$ cat config.mk
export PLATFORM = sky130hd
export DESIGN_NAME = spu_frame_loader
export DESIGN_NICKNAME = d
export VERILOG_FILES = /design/src/rtl/spu_frame_loader.sv
export SDC_FILE = /design/constraint.sdc
export NUM_CORES = 1
export LEC_CHECK = 0
export CAP_MARGIN = 40
export CORE_UTILIZATION = 52
export CTS_CLUSTER_DIAMETER = 30
export DETAILED_ROUTE_END_ITERATION = 7
export GPL_ROUTABILITY_DRIVEN = 0
export PLACE_DENSITY_LB_ADDON = 0.08
export SKIP_LAST_GASP = 1
export SYNTH_ARGS = -nofsm -noshare
export SYNTH_HDL_FRONTEND = slang
export SYNTH_SLANG_ARGS = --single-unit
$ cat constraint.sdc
create_clock -name clk -period 4.8 [get_ports clk]
set_clock_uncertainty 0.1 [all_clocks]
set_input_delay 0.96 -clock clk [delete_from_list [all_inputs] [get_ports clk]]
set_output_delay 0.96 -clock clk [all_outputs]
set_load 0.01 [all_outputs]
$ cat src/rtl/spu_frame_loader.sv
// -----------------------------------------------------------------------------
// spu_frame_loader
//
// Byte-serial front end for the TinySPU datapath. Three bytes form one command
// frame:
//   byte0 = {A, B}, byte1 = {C, D}, byte2 = {Op, ignored nibble}
// On acceptance of byte2 all operands and the opcode are loaded on the same
// edge. The loader then waits SPU_LATENCY+1 edges, captures {spu_M, spu_N}
// into res_data and holds it under a valid/ready handshake.
//
// Optional feature (compile-time macro SPU_LOADER_TIMEOUT_EN):
//   An idle counter aborts a partial frame (GET1/GET2) after TIMEOUT
//   consecutive cycles without in_valid and pulses frame_err for one cycle.
//   Without the macro a partial frame waits forever and frame_err is 0.
//
// Parameters:
//   SPU_LATENCY  edges from operand update until spu_M/spu_N are valid
//   TIMEOUT      idle-cycle limit inside a partial frame (timeout build only)
//
// Ports:
//   clk, rst_n          clock, asynchronous active-low reset
//   in_data/in_valid    frame byte and its valid strobe
//   in_ready            loader can accept a byte (decoded from state)
//   A, B, C, D, Op      operands and opcode driven to the SPU
//   spu_M, spu_N        SPU result nibbles
//   res_data/res_valid  captured result {spu_M, spu_N} and its valid flag
//   res_ready           consumer accepts res_data
//   frame_err           one-cycle pulse when a partial frame is discarded
// -----------------------------------------------------------------------------
module spu_frame_loader #(
  parameter int SPU_LATENCY = 2,
  parameter int TIMEOUT     = 15
) (
  input  logic       clk,
  input  logic       rst_n,
  input  logic [7:0] in_data,
  input  logic       in_valid,
  output logic       in_ready,
  output logic [3:0] A,
  output logic [3:0] B,
  output logic [3:0] C,
  output logic [3:0] D,
  output logic [3:0] Op,
  input  logic [3:0] spu_M,
  input  logic [3:0] spu_N,
  output logic [7:0] res_data,
  output logic       res_valid,
  input  logic       res_ready,
  output logic       frame_err
);

  // Wait counter must be able to hold the value SPU_LATENCY.
  localparam int CNT_W = (SPU_LATENCY < 1) ? 1 : $clog2(SPU_LATENCY + 1);
  localparam logic [CNT_W-1:0] LAT_CNT = CNT_W'(SPU_LATENCY);

  if (TIMEOUT < 1 || SPU_LATENCY < 0) begin : g_bad_param
    $error("spu_frame_loader: TIMEOUT must be >= 1 and SPU_LATENCY >= 0");
  end

  typedef enum logic [2:0] {
    S_GET0,
    S_GET1,
    S_GET2,
    S_WAIT,
    S_HOLD
  } state_e;

  state_e           state_q, state_d;
  logic [15:0]      stage_q, stage_d;     // {byte0, byte1}
  logic [3:0]       a_q, a_d;
  logic [3:0]       b_q, b_d;
  logic [3:0]       c_q, c_d;
  logic [3:0]       d_q, d_d;
  logic [3:0]       op_q, op_d;
  logic [7:0]       res_q, res_d;
  logic             res_valid_q, res_valid_d;
  logic [CNT_W-1:0] cnt_q, cnt_d;
  logic             accept;

`ifdef SPU_LOADER_TIMEOUT_EN
  localparam int IDLE_W = (TIMEOUT < 2) ? 1 : $clog2(TIMEOUT);
  // Abort happens on the edge that would make the idle count equal TIMEOUT.
  localparam logic [IDLE_W-1:0] IDLE_LAST = IDLE_W'(TIMEOUT - 1);

  logic [IDLE_W-1:0] idle_q, idle_d;
  logic              frame_err_q, frame_err_d;
`endif

  // in_ready is a pure state decode, independent of in_valid.
  assign in_ready = (state_q == S_GET0) || (state_q == S_GET1) ||
                    (state_q == S_GET2);
  assign accept   = in_valid && in_ready;

  // ---------------------------------------------------------------------------
  // Next-state and datapath decode
  // ---------------------------------------------------------------------------
  always_comb begin
    // NOTE: every signal written here gets a default first, so no path can
    // leave one unassigned and infer a latch.
    state_d     = state_q;
    stage_d     = stage_q;
    a_d         = a_q;
    b_d         = b_q;
    c_d         = c_q;
    d_d         = d_q;
    op_d        = op_q;
    res_d       = res_q;
    res_valid_d = res_valid_q;
    cnt_d       = cnt_q;

    unique case (state_q)
      S_GET0: begin
        if (accept) begin
          stage_d[15:8] = in_data;
          state_d       = S_GET1;
        end
      end

      S_GET1: begin
        if (accept) begin
          stage_d[7:0] = in_data;
          state_d      = S_GET2;
        end
      end

      S_GET2: begin
        // All operands and the opcode move together so the SPU never sees a
        // mixture of two frames.
        if (accept) begin
          a_d     = stage_q[15:12];
          b_d     = stage_q[11:8];
          c_d     = stage_q[7:4];
          d_d     = stage_q[3:0];
          op_d    = in_data[7:4];
          cnt_d   = '0;
          state_d = S_WAIT;
        end
      end

      S_WAIT: begin
        if (cnt_q == LAT_CNT) begin
          res_d       = {spu_M, spu_N};
          res_valid_d = 1'b1;
          cnt_d       = '0;
          state_d     = S_HOLD;
        end else begin
          cnt_d = cnt_q + 1'b1;
        end
      end

      S_HOLD: begin
        if (res_valid_q && res_ready) begin
          res_valid_d = 1'b0;
          state_d     = S_GET0;
        end
      end

      default: begin
        state_d = S_GET0;
      end
    endcase

`ifdef SPU_LOADER_TIMEOUT_EN
    idle_d      = '0;
    frame_err_d = 1'b0;
    if ((state_q == S_GET1 || state_q == S_GET2) && !in_valid) begin
      if (idle_q == IDLE_LAST) begin
        // Discard the partial frame; operands keep the last full frame.
        stage_d     = '0;
        state_d     = S_GET0;
        frame_err_d = 1'b1;
      end else begin
        idle_d = idle_q + 1'b1;
      end
    end
`endif
  end

  // ---------------------------------------------------------------------------
  // State and datapath registers
  // ---------------------------------------------------------------------------
  always_ff @(posedge clk or negedge rst_n) begin
    if (!rst_n) begin
      // NOTE: the operand and result registers are reset too, not only the
      // control state, because they drive outputs that must read 0 in reset.
      state_q     <= S_GET0;
      stage_q     <= '0;
      a_q         <= '0;
      b_q         <= '0;
      c_q         <= '0;
      d_q         <= '0;
      op_q        <= '0;
      res_q       <= '0;
      res_valid_q <= 1'b0;
      cnt_q       <= '0;
    end else begin
      // NOTE: non-blocking assignments so every register samples the values
      // from before this edge, independent of statement order.
      state_q     <= state_d;
      stage_q     <= stage_d;
      a_q         <= a_d;
      b_q         <= b_d;
      c_q         <= c_d;
      d_q         <= d_d;
      op_q        <= op_d;
      res_q       <= res_d;
      res_valid_q <= res_valid_d;
      cnt_q       <= cnt_d;
    end
  end

`ifdef SPU_LOADER_TIMEOUT_EN
  always_ff @(posedge clk or negedge rst_n) begin
    if (!rst_n) begin
      idle_q      <= '0;
      frame_err_q <= 1'b0;
    end else begin
      idle_q      <= idle_d;
      frame_err_q <= frame_err_d;
    end
  end

  assign frame_err = frame_err_q;
`else
  assign frame_err = 1'b0;
`endif

  assign A         = a_q;
  assign B         = b_q;
  assign C         = c_q;
  assign D         = d_q;
  assign Op        = op_q;
  assign res_data  = res_q;
  assign res_valid = res_valid_q;

endmodule

### After elaboration in Yosys (flattened, before gate mapping)

Index checks and enable logic that the tools add are counted.

| word-level totals | value |
|---|---|
| flip-flop bits (word level) | 50 |
| bits of input ports | 20 |
| output and inout bits | 31 |
| word-level logic and storage cells | 48 |

| cells by class | value |
|---|---|
| add/subtract/negate cells | 1 |
| equal/unequal tests | 10 |
| muxes and demuxes | 12 |
| reduce and logical (&&, ||, !) cells | 14 |

Operators with widths:

| kind | number |
|---|---|
| $mux W3 | 5 |
| $pmux W3 S5 | 1 |
| $ne A2 B2 Y1 const B | 5 |
| $reduce_and A2 Y1 | 5 |
| $eq A3 B2 Y1 const B | 2 |
| $reduce_and A5 Y1 | 1 |
| $mux W2 | 2 |
| $pmux W2 S2 | 1 |
| $reduce_bool A2 Y1 | 2 |
| $eq A3 B1 Y1 const B | 1 |
| $eq A3 B3 Y1 const B | 1 |
| $logic_not A3 Y1 | 1 |
| $reduce_and A3 Y1 | 1 |
| $add A2 B1 Y2 const B | 1 |
| $eq A2 B2 Y1 const B | 1 |
| $logic_and A1 B1 Y1 | 2 |
| $logic_or A1 B1 Y1 | 2 |
| $mux W1 | 2 |
| $pmux W1 S2 | 1 |

### Depth between registers and ports, before layout

Gate-level depths: netlist of run 1.

| depth | value |
|---|---|
| depth after elaboration | 6 |
| mapped depth | 5 |
| mapped depth without buffers | 3 |

### Worst setup path before layout of run 1

OpenSTA, ideal clock, no wires.

| timing path | value |
|---|---|
| path type | in2reg |
| from | input in_valid |
| to | register a_q[0], in the netlist A[0] |
| library setup time | 0.125 ns |
| arrival time | 1.734 ns |
| required time | 4.575 ns |
| path slack | 2.841 ns |
| cell stages on the path | 4 |
| path buffers | 1 |
| cells stage by stage | nand2b_4 > nor3b_4 > buf_6 > mux2_4 |

| between the ends | value |
|---|---|
| cells in the longest elaborated chain, start to end | 2 |

Ends and longest elaborated chain:

| what | RTL line | text |
|---|---|---|
| start, declared | 37 | `input logic in_valid,` |
| $logic_and A1 B1 Y1 | 92 | `assign accept = in_valid && in_ready;` |
| $reduce_and A2 Y1 (no source line) | - |  |
| end signal, assigned | 188 | `a_q <= '0;` |
| end signal, assigned | 201 | `a_q <= a_d;` |
| end, declared | 70 | `logic [3:0] a_q, a_d;` |

Every way passes these cells.
A chain may end at the register's enable or synchronous reset.

### Worst setup path in the final report of run 1

| timing path | value |
|---|---|
| from | register state_q[1] |
| to | output in_ready |

| between the ends | value |
|---|---|
| cells in the longest elaborated chain, start to end | 3 |
| elaborated cells on any way between the ends | 5 |
| classes of those cells | eq/ne: 2; reduce/logical: 3 |

Ends and longest elaborated chain:

| what | RTL line | text |
|---|---|---|
| start, declared | 68 | `state_e state_q, state_d;` |
| start signal, assigned | 199 | `state_q <= state_d;` |
| $eq A3 B1 Y1 or $logic_not A3 Y1 (tied branches) | 90 | `assign in_ready = (state_q == S_GET0) \|\| (state_q == S_GET1) \|\|` |
| $logic_or A1 B1 Y1 | 90 |  |
| $logic_or A1 B1 Y1 * | 90 |  |
| end, declared | 38 | `output logic in_ready,` |

Every way passes the cells marked *; elsewhere a longest branch is shown, timed or not.

==> results of run 1 <==
[logic make-up after synthesis]
| kind of cell | share of synthesized area |
|---|---|
| flops | 0.594 |
| simple gates | 0.0719 |
| compound gates | 0.0220 |
| other cells | 0.00178 |
| buf+inv | 0.0339 |
| mux | 0.276 |
[worst paths after layout]
check / from / to / slack (ns) / cells after the start
max in group asynchronous: rst_n / stage_q[7] / 3.66 / 2
hold / removal: res_data[6] / res_data[6] / 0.39 / 1
min in group asynchronous: rst_n / res_data[7] / 0.45 / 1
setup reg to reg: state_q[0] / A[0] / 2.98 / 4
hold reg to reg: res_data[6] / res_data[6] / 0.39 / 1
setup / recovery: state_q[1] / in_ready / 2.14 / 2
[routing by layer]
layer  share of wire  vias to the layer above  GRT usage
met4           0.019                        0     0.0897
met3           0.038                        7     0.0382
met2            0.51                       33      0.316
met5               0                        -          0
li1                -                      552          -
met1            0.44                      605      0.243
[cell type report]
type	instances	area, sq um
clock buffer	6	72.6
fill	232	1050
timing repair buffer	52	520
clock inverter	2	37.5
multi-input combinational	70	783
tap	48	60.1
sequential	50	1250
[sequential cells by signal (all words and copies together) (netlist names)]
| signal | flops |
|---|---|
| stage_q | 16 |
| res_valid | 1 |
| Op | 4 |
| B | 4 |
| A | 4 |
| state_q | 3 |
| C | 4 |
| D | 4 |
| res_data | 8 |
| cnt_q | 2 |
[critical path, delay by kind of cell (launching register included)]
kind | cells | cell delay [ns]
flip-flops | 1 | 0.55
buffers and inverters | 1 | 0.55
AO/OA/AOI/OAI | 1 | 0.21
[through the flow]
step | instance area [sq um] | total power [mW] | std cells | setup WS, ns
final | 2730 | 1.84 | 228 | 2.14
after global routing | 2730 | 1.95 | 228 | 2.07
after CTS | 2730 | 1.86 | 228 | 2.13
after detailed placement | 2620 | 1.57 | 220 | 2.02
after global placement | 2590 | 1.53 | 219 | 2.06
after floorplan | 2110 | 1.24 | 127 | 2.84
[cells in the final DEF, fill, tap and decap left out, types with 2 or more instances in the layout]
cell	instances
a21oi_1	3
buf_4	2
clkbuf_8	5
clkdlybuf4s50_1	48
dfrtp_1	50
mux2_1	8
mux2_2	17
mux2_4	20
nand2_1	3
nor2_1	2
nor3_4	2
[power by group]
part / internal [mW] / total, mW / switching (mW)
registers: 0.631 / 0.780 / 0.149
clock network: 0.155 / 0.283 / 0.128
logic: 0.522 / 0.776 / 0.254
==> flow_metrics.env, run 1 <==
export IMPL_grt_start_max_net_pins=39
export IMPL_maxCapViolations=0
export IMPL_synth_seq_cells=50
export IMPL_clkTransAtPathRegs_ns=0.08
export IMPL_hold_worst_slack_ns=0.391
export IMPL_crit_path_end_kind="output port"
export IMPL_slew_viol_final=0
export IMPL_vias=1197
export IMPL_clock_latency_ns=0.29
export IMPL_ys_flop_type="dfrtp_1"
export IMPL_vdd_drop_max_mv=0.328
export IMPL_slowest_delay_ns=0.55
export IMPL_wl_per_cell_um=15.4
export IMPL_cts_repair_resized=0
export IMPL_critPathMaxFanout=11
export IMPL_critPathArrivalTime_ns=1.60
export IMPL_critPathKind="flop to output port"
export IMPL_dp_hpwl_mm=2.54
export IMPL_cp_required_ns=3.74
export IMPL_outcome="finished clean"
export IMPL_startpoint_type="flop"
export IMPL_synth_common_cells="dfrtp_1 (50), mux2_4 (20), mux2_2 (17), mux2_1 (8), buf_6 (5)"
export IMPL_start_util=0.558
export IMPL_layout_drive_gt1_share=0.300
export IMPL_cts_hold_buf=0
export IMPL_via_per_inst=5.25
export IMPL_yosysSeqAreaShare=0.594
export IMPL_n_antenna_cell=0
export IMPL_setup_tns_ns=0
export IMPL_synth_top_area_frac=0.594
export IMPL_synthArstFlopShare=1.00
export IMPL_rsz0062_at_grt="no"
export IMPL_fin_crit_ns=2.66
export IMPL_fmax_mhz=376
export IMPL_clock_sinks=50
export IMPL_htree_levels=2
export IMPL_die_y_um=65.6
export IMPL_drt_initial_drc_count=55
export IMPL_nets=199
export IMPL_cts_buffers=5
export IMPL_synth_nets=147
export IMPL_overflow=0
export IMPL_die_x_um=65.6
export IMPL_synth_top_cell_by_area="dfrtp_1"
export IMPL_fin_crit_sh=0.553
export IMPL_track_usage=0.192
export IMPL_slowest_stage="dfrtp_1"
export IMPL_synth_distinct_cells=25
export IMPL_postRouteAntennaNets=0
export IMPL_hold_viol=0
export IMPL_synthesis_instances=127
export IMPL_p_per_area_mw_per_mm2=675
export IMPL_antenna_found_initial=0
export IMPL_clock_path_buffers=2
export IMPL_hp_class="flop to flop"
export IMPL_rows=22
export IMPL_p_leak_nw=1.18
export IMPL_yosysMostFrequentCell="dfrtp_1"
export IMPL_syn_avg_cell_area_sq_um=16.6
export IMPL_ys_warn_count=0
export IMPL_fin_util=0.723
export IMPL_io_pins=51
export IMPL_area_growth_pct=29.4
export IMPL_port_buffers=49
export IMPL_cts_root_buf="clkbuf_8"
export IMPL_synth_area_leaders="dfrtp_1 (59%), mux2_4 (14%), mux2_2 (9.1%), mux2_1 (4.3%), buf_6 (2.7%)"
export IMPL_grt_pass1_vias=1260
export IMPL_die_area_sq_mm=0.00431
export IMPL_first_pass_iters=4
export IMPL_cp_cell_sequence="a21oi_1, clkdlybuf4s50_1"
export IMPL_setup_viol=0
export IMPL_synth_edff_count=0
export IMPL_drc=0
export IMPL_postCtsSetupBuffers=0
export IMPL_grt_pass1_wl_mm=6.05
export IMPL_routed_wl_mm=3.51
export IMPL_fp_coreArea_sq_mm=0.00377
export IMPL_syn_area_sq_mm=0.00211
export IMPL_cts_tree="done"
No activity file was read; power rests on OpenSTA's default activity.
==> run 2: changes to the inputs <==
Settings changed: CORE_UTILIZATION 52 to 49.
Clock period 4.8 ns to 2.6 ns, I/O delays scaled along.
==> run 2 against run 1 <==
  * Worst setup slack worse by 1.8 ns
  * Utilization shrank 4.9 points
  * Sequential share of layout area shrank 0.15 points
  * Worst hold slack worse by 0.19 ns
  * Final area increased by 0.32%
  * Critical path depth is the same
  * Sequential power is 85% higher
  * Power grew 88%
  * Cell count up 0.88%
==> flow_metrics.env, run 2 (synthesized netlist as in run 1, its figures left out) <==
export IMPL_die_y_um=67.6
export IMPL_total_power_mw=3.45
export IMPL_clock_path_buffers=2
export IMPL_drc=0
export IMPL_slew_headroom=0.594
export IMPL_hp_class="primary input to asynchronous set/reset pin"
export IMPL_fmax_mhz=439
export IMPL_instances_no_fill=230
export IMPL_htree_levels=2
export IMPL_top_usage_layer="met2"
export IMPL_cts_repair_resized=0
export IMPL_gr_usage_met1=0.235
export IMPL_cts_buffers=5
export IMPL_layout_drive_gt1_share=0.306
export IMPL_timing_final_ws_setup_ns=0.323
export IMPL_start_util=0.519
export IMPL_postRouteAntennaNets=0
export IMPL_grt_pass1_vias=1179
export IMPL_setup_viol=0
export IMPL_rr_endpoint="res_data[7]"
export IMPL_rows=23
export IMPL_r2r_start="state_q[2]"
export IMPL_clock_latency_ns=0.31
export IMPL_vdd_drop_max_mv=0.663
export IMPL_use_met2=0.276
export IMPL_clkTransAtPathRegs_ns=0.10
export IMPL_maxCapViolations=0
export IMPL_postCtsSetupBuffers=0
export IMPL_hold_viol=0
export IMPL_critPathArrivalTime_ns=1.66
export IMPL_placed_cells=222
export IMPL_r2r_slack_ns=0.82
export IMPL_nets=199
export IMPL_first_pass_iters=5
export IMPL_design_area_sq_mm=0.00273
export IMPL_die_x_um=67.6
export IMPL_setup_tns_ns=0
export IMPL_hold_worst_slack_ns=0.200
export IMPL_r2r_cells=4
export IMPL_io_pins=51
export IMPL_area_growth_pct=29.8
export IMPL_p_leak_nw=1.19
export IMPL_antenna_found_initial=0
export IMPL_dp_hpwl_mm=2.52
export IMPL_die_area_sq_mm=0.00456
export IMPL_final_cell_mix="dfrtp_1 (50), clkdlybuf4s50_1 (48), mux2_4 (20), mux2_2 (17), mux2_1 (8)"
export IMPL_place_ws_ns=0.337
export IMPL_fp_coreArea_sq_mm=0.00406
export IMPL_startpoint_type="flop"
export IMPL_vias=1199
export IMPL_rsz0062_at_grt="no"
export IMPL_fin_util=0.674
export IMPL_max_slew_worst_pin_slew_ns=0.609
export IMPL_cts_root_buf="clkbuf_8"
export IMPL_n_antenna_cell=0
export IMPL_critPathKind="flop to output port"
export IMPL_cts_hold_buf=0
export IMPL_regMostFlops="stage_q"
export IMPL_p_per_area_mw_per_mm2=1260
export IMPL_wl_per_cell_um=15.8
export IMPL_grt_pass1_wl_mm=5.76
export IMPL_fill_cells=289
export IMPL_via_per_inst=5.21
export IMPL_clock_sinks=50
export IMPL_grt_start_max_net_pins=51
export IMPL_outcome="finished clean"
export IMPL_overflow=0
export IMPL_cp_required_ns=1.98
export IMPL_fin_crit_sh=0.876
export IMPL_slew_viol_final=0
export IMPL_cts_tree="done"
export IMPL_grt_util_met3=0.0557
export IMPL_drt_initial_drc_count=18
export IMPL_critPathMaxFanout=11
export IMPL_port_buffers=49
export IMPL_fin_crit_ns=2.28
export IMPL_placed_area_sq_mm=0.00262
export IMPL_crit_path_end_kind="output port"
export IMPL_track_usage=0.180
export IMPL_layout_commonest_cell="dfrtp_1"
export IMPL_largest_reg_flops=16
export IMPL_routed_wl_mm=3.62
## run 2: cell count changes in the layout (fill, tap and decap cells not counted), sizes merged
| cell | previous run | this run |
|---|---|---|
| clkinvlp | 1 | 0 |
| clkbuf | 6 | 5 |
| inv | 0 | 2 |
## run 2: area by class of cell
type / instances / area [sq um] / area share
flip-flops and latches: 50 / 1250 / 0.458
multi-input cells: 70 / 783 / 0.286
repair buffers: 52 / 520 / 0.190
clock buffers: 5 / 68.8 / 0.0252
well taps: 50 / 62.6 / 0.0229
clock inverters: 3 / 47.5 / 0.0174
## run 2: worst max path at each step
stage,startpoint,to,slack (ns)
floorplan,state_q[0],A[0],1.02
finish,state_q[1],in_ready,0.32
global route,state_q[1],in_ready,0.27
CTS,state_q[1],in_ready,0.31
global placement,in_valid,stage_q[2],0.35
detailed placement,in_valid,stage_q[2],0.34
## run 2: worst max-delay path, stage by stage (launching register included)
cell and delay [ns]:
dfrtp_1 0.57, a21oi_1 0.23, clkdlybuf4s50_1 0.55
## run 2: power breakdown
part / total [mW] / switching (mW) / internal (mW)
Combinational: 1.45 / 0.473 / 0.973
Clock: 0.567 / 0.273 / 0.294
Sequential: 1.44 / 0.273 / 1.16
Total: 3.45 / 1.02 / 2.43
## run 2: routing by layer
layer | wire (um) | share of wire
met5 | 0 | 0
met1 | 1730 | 0.48
met4 | 54 | 0.015
met3 | 139 | 0.038
met2 | 1700 | 0.47
